===== config.mk =====
export PLATFORM = sky130hd
export DESIGN_NAME = zap_mul_result_collector
export DESIGN_NICKNAME = d
export VERILOG_FILES = /design/src/rtl/zap_mul_result_collector.sv
export SDC_FILE = /design/constraint.sdc
export NUM_CORES = 1
export LEC_CHECK = 0
export CAP_MARGIN = 20
export CORE_ASPECT_RATIO = 0.8
export CORE_MARGIN = 2
export CORE_UTILIZATION = 46
export DETAILED_ROUTE_END_ITERATION = 16
export PLACE_DENSITY = 0.73
export SLEW_MARGIN = 20
export SYNTH_ARGS = -nofsm -noshare
export SYNTH_HDL_FRONTEND = slang
export SYNTH_SLANG_ARGS = --single-unit

===== constraint.sdc =====
create_clock -name i_clk -period 2.33 [get_ports i_clk]
set_input_delay 0.233 -clock i_clk [delete_from_list [all_inputs] [get_ports i_clk]]
set_output_delay 0.233 -clock i_clk [all_outputs]
set_load 0.03 [all_outputs]

===== src/rtl/zap_mul_result_collector.sv =====
// rtl/zap_mul_result_collector.sv - multiply result capture, flag update and writeback FIFO
module zap_mul_result_collector #(
  parameter  int PHY_REGS = 46,
  parameter  int DEPTH    = 2,
  parameter  int MAX_LAT  = 8,
  localparam int IW       = $clog2(PHY_REGS)
) (
  input  logic          i_clk,
  input  logic          i_reset,
  input  logic          i_clear,
  input  logic          i_stall,
  input  logic          i_start,
  input  logic [IW-1:0] i_dest_idx,
  input  logic          i_set_flags,
  input  logic          i_sat_en,
  input  logic [3:0]    i_flags,
  input  logic          i_q,
  input  logic          i_mul_busy,
  input  logic [31:0]   i_mul_rd,
  input  logic          i_mul_sat,
  input  logic          i_mul_nozero,
  output logic          o_stall,
  output logic          o_valid,
  input  logic          i_ready,
  output logic [IW-1:0] o_wb_idx,
  output logic [31:0]   o_wb_data,
  output logic [3:0]    o_wb_flags,
  output logic          o_wb_q,
  output logic          o_timeout
);

  localparam int PW  = $clog2(DEPTH);
  localparam int CW  = PW + 1;
  localparam int LW  = $clog2(MAX_LAT + 1);

  typedef enum logic {IDLE = 1'b0, WAIT = 1'b1} state_t;

  typedef struct packed {
    logic [IW-1:0] idx;
    logic [31:0]   data;
    logic [3:0]    flags;
    logic          q;
  } rec_t;

  state_t        state_q, state_d;
  logic [LW-1:0] cnt_q, cnt_d;
  logic [IW-1:0] op_idx_q, op_idx_d;
  logic          op_set_q, op_set_d;
  logic          op_sat_q, op_sat_d;
  logic [3:0]    op_flags_q, op_flags_d;
  logic          op_qf_q, op_qf_d;

  rec_t          mem_q [DEPTH];
  rec_t          mem_d [DEPTH];
  logic [PW-1:0] rd_ptr_q, rd_ptr_d;
  logic [PW-1:0] wr_ptr_q, wr_ptr_d;
  logic [CW-1:0] count_q, count_d;

  logic          valid_q, valid_d;
  rec_t          head_q, head_d;
  logic          timeout_q, timeout_d;

  logic          full;
  logic          push;
  logic          pop;
  rec_t          rec;

  assign full    = (count_q == CW'(DEPTH));
  assign o_stall = full | (state_q == WAIT) | i_reset;

  // Next-state logic: FSM, latched op fields, FIFO pointers and registered head view
  always_comb begin
    state_d    = state_q;
    cnt_d      = cnt_q;
    op_idx_d   = op_idx_q;
    op_set_d   = op_set_q;
    op_sat_d   = op_sat_q;
    op_flags_d = op_flags_q;
    op_qf_d    = op_qf_q;
    mem_d      = mem_q;
    rd_ptr_d   = rd_ptr_q;
    wr_ptr_d   = wr_ptr_q;
    count_d    = count_q;
    timeout_d  = 1'b0;
    push       = 1'b0;
    pop        = valid_q & i_ready;

    rec.idx      = op_idx_q;
    rec.data     = i_mul_rd;
    rec.flags[3] = op_set_q ? i_mul_rd[31] : op_flags_q[3];
    rec.flags[2] = op_set_q ? ((i_mul_rd == 32'd0) & ~i_mul_nozero) : op_flags_q[2];
    rec.flags[1:0] = op_flags_q[1:0];
    rec.q        = op_qf_q | (op_sat_q & i_mul_sat);

    if (i_clear) begin
      state_d  = IDLE;
      cnt_d    = '0;
      rd_ptr_d = '0;
      wr_ptr_d = '0;
      count_d  = '0;
    end else begin
      if (!i_stall) begin
        case (state_q)
          IDLE: begin
            if (i_start && !full) begin
              op_idx_d   = i_dest_idx;
              op_set_d   = i_set_flags;
              op_sat_d   = i_sat_en;
              op_flags_d = i_flags;
              op_qf_d    = i_q;
              cnt_d      = '0;
              state_d    = WAIT;
            end
          end
          WAIT: begin
            if (!i_mul_busy) begin
              push    = 1'b1;
              state_d = IDLE;
            end else if (cnt_q == LW'(MAX_LAT - 1)) begin
              timeout_d = 1'b1;
              state_d   = IDLE;
            end else begin
              cnt_d = cnt_q + LW'(1);
            end
          end
          default: state_d = IDLE;
        endcase
      end
      if (push) begin
        mem_d[wr_ptr_q] = rec;
        wr_ptr_d        = wr_ptr_q + PW'(1);
      end
      if (pop) begin
        rd_ptr_d = rd_ptr_q + PW'(1);
      end
      count_d = count_q + CW'(push) - CW'(pop);
    end

    valid_d = (count_d != '0);
    head_d  = (valid_d) ? mem_d[rd_ptr_d] : '0;
  end

  // Control and output registers with synchronous reset
  always_ff @(posedge i_clk) begin
    if (i_reset) begin
      state_q    <= IDLE;
      cnt_q      <= '0;
      op_idx_q   <= '0;
      op_set_q   <= 1'b0;
      op_sat_q   <= 1'b0;
      op_flags_q <= '0;
      op_qf_q    <= 1'b0;
      rd_ptr_q   <= '0;
      wr_ptr_q   <= '0;
      count_q    <= '0;
      valid_q    <= 1'b0;
      head_q     <= '0;
      timeout_q  <= 1'b0;
    end else begin
      state_q    <= state_d;
      cnt_q      <= cnt_d;
      op_idx_q   <= op_idx_d;
      op_set_q   <= op_set_d;
      op_sat_q   <= op_sat_d;
      op_flags_q <= op_flags_d;
      op_qf_q    <= op_qf_d;
      rd_ptr_q   <= rd_ptr_d;
      wr_ptr_q   <= wr_ptr_d;
      count_q    <= count_d;
      valid_q    <= valid_d;
      head_q     <= head_d;
      timeout_q  <= timeout_d;
    end
  end

  // FIFO storage; contents are only meaningful behind a nonzero count
  always_ff @(posedge i_clk) begin
    mem_q <= mem_d;
  end

  assign o_valid    = valid_q;
  assign o_wb_idx   = head_q.idx;
  assign o_wb_data  = head_q.data;
  assign o_wb_flags = head_q.flags;
  assign o_wb_q     = head_q.q;
  assign o_timeout  = timeout_q;

endmodule

==> flow_summary.yaml, run 1 <==
clocking:
  clkTransAtPathRegs_ns: 0.06
  clock_sinks: 153
  numCtsBuffers: 17
  cts_buffer_depth: 2
  cts.htree.levels: 4
  cts_root_buf: "clkbuf_16"
  clkLatencyLatePin_ns: 0.41
  cts_hold_buf: 0
  cts_tree: "done"
timing:
  hold_viol: 0
  slew_violations: 0
  rsz0062_at_grt: "false"
  slew_headroom: 0.6720
  fin_crit_sh: 0.9484
  min_period_ns: 2.210
  skew_ns: 0.007590
  tightestPinTransition_ns: 0.4875
  finalSetupViolCount: 0
  fmax_mhz: 452.5
detailed_routing:
  highest_layer: "met4"
  drc: 0
  met1_length_um: 5630
  wirelength_um: 12000
  drtIter0Drc: 215
  dr_wl_met2_um: 5393
  antenna_left: 0
  vias_per_cell: 5.034
  wl_per_cell_um: 15.84
  vias: 3816
  routed-wl-met3_um: 746
  drtPass1Iterations: 4
worst_setup_path:
  path_class: "flip-flop to flip-flop"
  crit_start: "state_q"
  worst_r2r_path_depth: 9
  reg2reg_slack_ns: 0.12
  critical_path_arrival_ns: 2.53
  slowest_stage: "or3b_4"
  timing.critical_path.to_type: "flip-flop"
  endpoint: "o_wb_data[10]"
  slowest_delay_ns: 0.41
  critical_path.startpoint_type: "flip-flop"
  cp_max_fo: 12
  r2r-end: "o_wb_data[10]"
  worstPathRequired_ns: 2.65
  worstReg2RegStart: "state_q"
  cp_cell_sequence: "or3b_4, ha_1, inv_1, ha_1, xnor3_1, nor2_4, nor2_4, buf_4, nor3_1"
placed_design:
  dpl.cell_count: 726
  gp_congestion: 0.7641
  placed_area_sq_mm: 0.006629
  dp_hpwl_um: 8015
  io_buffers: 99
yosys:
  synth-seq-area-share: 0.5705
  ys_ff_latch: 153
  synth_fp_nets: 543
  yosysUniqueCellTypes: 35
  synth_cells: 486
  avgSynthCellArea_sq_um: 11.05
  synthArstFlopShare: 0
  yosys_most_used_dff: "dfxtp_1"
  synth_edf_count: 0
  syn_area_sq_mm: 0.005369
  synth_warnings: 0
final_layout:
  area_delta_synth_final_pct: 36.03
  drive_gt1_frac: 0.2393
  final_cell_area_sq_mm: 0.007303
  nets: 654
  instances_no_fill: 758
  n_antenna_cell: 0
global_route:
  grt.total_usage: 0.1977
  grt_pass1_wl_um: 19420
  grt_antenna_before_repair: 0
  grt_max_degree: 34
  grt_overflow: 0
  grt_pass1_vias: 3937
floorplanning:
  pin_count: 100
  fp.dieArea_sq_mm: 0.01256
  start_util: 0.4697
  die_h_um: 100.6
  core_sq_mm: 0.01143
  rows: 35
  die_w_um: 124.8
power_and_ir_drop:
  p_per_area_mw_per_mm2: 839.4
  power.total_mw: 6.131
  p_leak_nw: 3.010
  vdd_ir_drop_max_v: 0.0006050
min_path:
  min-delay-path-class: "input pin to flip-flop"
run_status:
  run_status: "complete, no violations"
job:
  drv_cap: 0
[placed cells by master (no fill, tap or decap), types with 4 or more instances in the layout]
master,netlist,routed
dfxtp_1,153,152
nor2_1,110,107
clkdlybuf4s50_1,0,99
mux2_2,71,71
nor3_1,41,38
clkbuf_16,0,17
mux2i_1,16,16
buf_4,2,16
mux2_4,12,12
nor4_1,7,7
a21oi_1,6,6
bufinv_16,0,5
buf_12,0,5
nand2_1,4,4
inv_1,4,4
[routing by layer]
metal,vias to the layer above,track usage
met2,107,0.3174
met5,-,0
met1,1816,0.2525
li1,1869,-
met4,0,0.08211
met3,24,0.05732
[cell usage after synthesis (3+ instances only)]
| cell | n | area [sq um] |
|---|---|---|
| nor2_1 | 110 | 412.9 |
| mux2i_1 | 16 | 160.2 |
| mux2_4 | 12 | 180.2 |
| inv_1 | 4 | 15.01 |
| clkbuf_1 | 12 | 45.04 |
| dfxtp_1 | 153 | 3063 |
| mux2_2 | 71 | 799.5 |
| a21oi_1 | 6 | 30.03 |
| nand2_1 | 4 | 15.01 |
| buf_2 | 5 | 25.02 |
| ha_1 | 3 | 37.54 |
| nor3_1 | 41 | 205.2 |
| buf_1 | 4 | 15.01 |
| nor4_1 | 7 | 43.79 |
| xor2_1 | 3 | 26.28 |
| buf_6 | 5 | 56.30 |
[critical path, delay by kind of cell (launching register included)]
| kind | cells | cell delay (ns) |
|---|---|---|
| XOR/XNOR | 1 | 0.26 |
| adder cells (fa/ha/maj) | 2 | 0.42 |
| buffers and inverters | 2 | 0.25 |
| flip-flops | 1 | 0.36 |
| AND/OR/NAND/NOR | 4 | 0.82 |
[state kept, by name, summed over array words and instances, names as in the netlist, 2 cells and up]
register / cells
mem_q: 86
op_flags_q: 4
o_wb_flags: 4
op_idx_q: 6
cnt_q: 4
o_wb_idx: 6
o_wb_data: 32
count_q: 2
[power breakdown]
| group | total [mW] | internal (mW) | leakage [nW] | switching, mW |
|---|---|---|---|---|
| logic | 0.378 | 0.220 | 1.46 | 0.159 |
| registers | 2.76 | 2.73 | 1.24 | 0.0317 |
| clock network | 2.99 | 1.95 | 0.312 | 1.04 |
[metrics by stage]
step	TNS, ns	util	setup slack, ns	hold slack, ns
final	0	0.6390	0.1201	0.4431
after floorplan	0	-	0.05805	0.3777
after global placement	-8.676	0.5800	-0.2223	0.4473
after CTS	0	0.6373	0.02949	0.4326
after detailed placement	-10.47	0.5800	-0.2785	0.4588
after global routing	0	0.6390	0.004089	0.4585
[kinds of logic (layout without fill, tap and decap cells)]
group | count (synthesis) | in the layout | share of synthesized area
flip-flops | 153 | 153 | 0.5705
XOR/XNOR | 6 | 6 | 0.01235
AO/OA/AOI/OAI | 13 | 13 | 0.01655
adder cells (fa/ha/maj) | 3 | 3 | 0.006992
buffers and inverters | 32 | 156 | 0.03192
AND/OR/NAND/NOR | 180 | 180 | 0.1494
multiplexers | 99 | 99 | 0.2123
[what timing repair did]
action                     in CTS  in global routing
pin swaps                       0                  0
resized for setup               1                  5
setup endpoints to repair       2                 38
hold endpoints to repair        0                  0
setup buffers                   0                  0
[cell type report]
class                      count  area [sq um]
multi-input combinational    301          2175
tap                          148         185.2
sequential                   153          3064
clock inverter                12         196.4
clock buffer                  20         456.7
inverter                       4         15.01
fill                         856          4126
timing repair buffer         120          1211
[worst min-delay path by stage]
| stage | start | to | slack, ns | depth (start not counted) |
|---|---|---|---|---|
| finish | i_dest_idx[2] | op_idx_q[2] | 0.44 | 3 |
| global placement | mem_q[0] | mem_q[0] | 0.45 | 2 |
| floorplan | i_stall | state_q | 0.38 | 2 |
| detailed placement | mem_q[36] | mem_q[36] | 0.46 | 1 |
| CTS | i_dest_idx[3] | op_idx_q[3] | 0.43 | 3 |
| global route | i_sat_en | op_sat_q | 0.46 | 3 |
Power figures use the tool's default switching activity.
==> run 2: changes to the inputs <==
--- a/config.mk
+++ b/config.mk
@@ -5,6 +5,7 @@
 export SDC_FILE = /design/constraint.sdc
 export NUM_CORES = 1
 export LEC_CHECK = 0
+export ABC_CLOCK_PERIOD_IN_PS = 2330
 export CAP_MARGIN = 20
 export CORE_ASPECT_RATIO = 0.8
 export CORE_MARGIN = 2
==> results of run 2 <==
The final DEF is identical to that of run 1; final timing and power are the same.
==> run 3: changes to the inputs <==
--- a/config.mk
+++ b/config.mk
@@ -6,7 +6,6 @@
 export NUM_CORES = 1
 export LEC_CHECK = 0
 export ABC_CLOCK_PERIOD_IN_PS = 2330
-export CAP_MARGIN = 20
 export CORE_ASPECT_RATIO = 0.8
 export CORE_MARGIN = 2
 export CORE_UTILIZATION = 46
==> results of run 3 <==
The final DEF is identical to that of run 1; final timing and power are the same.
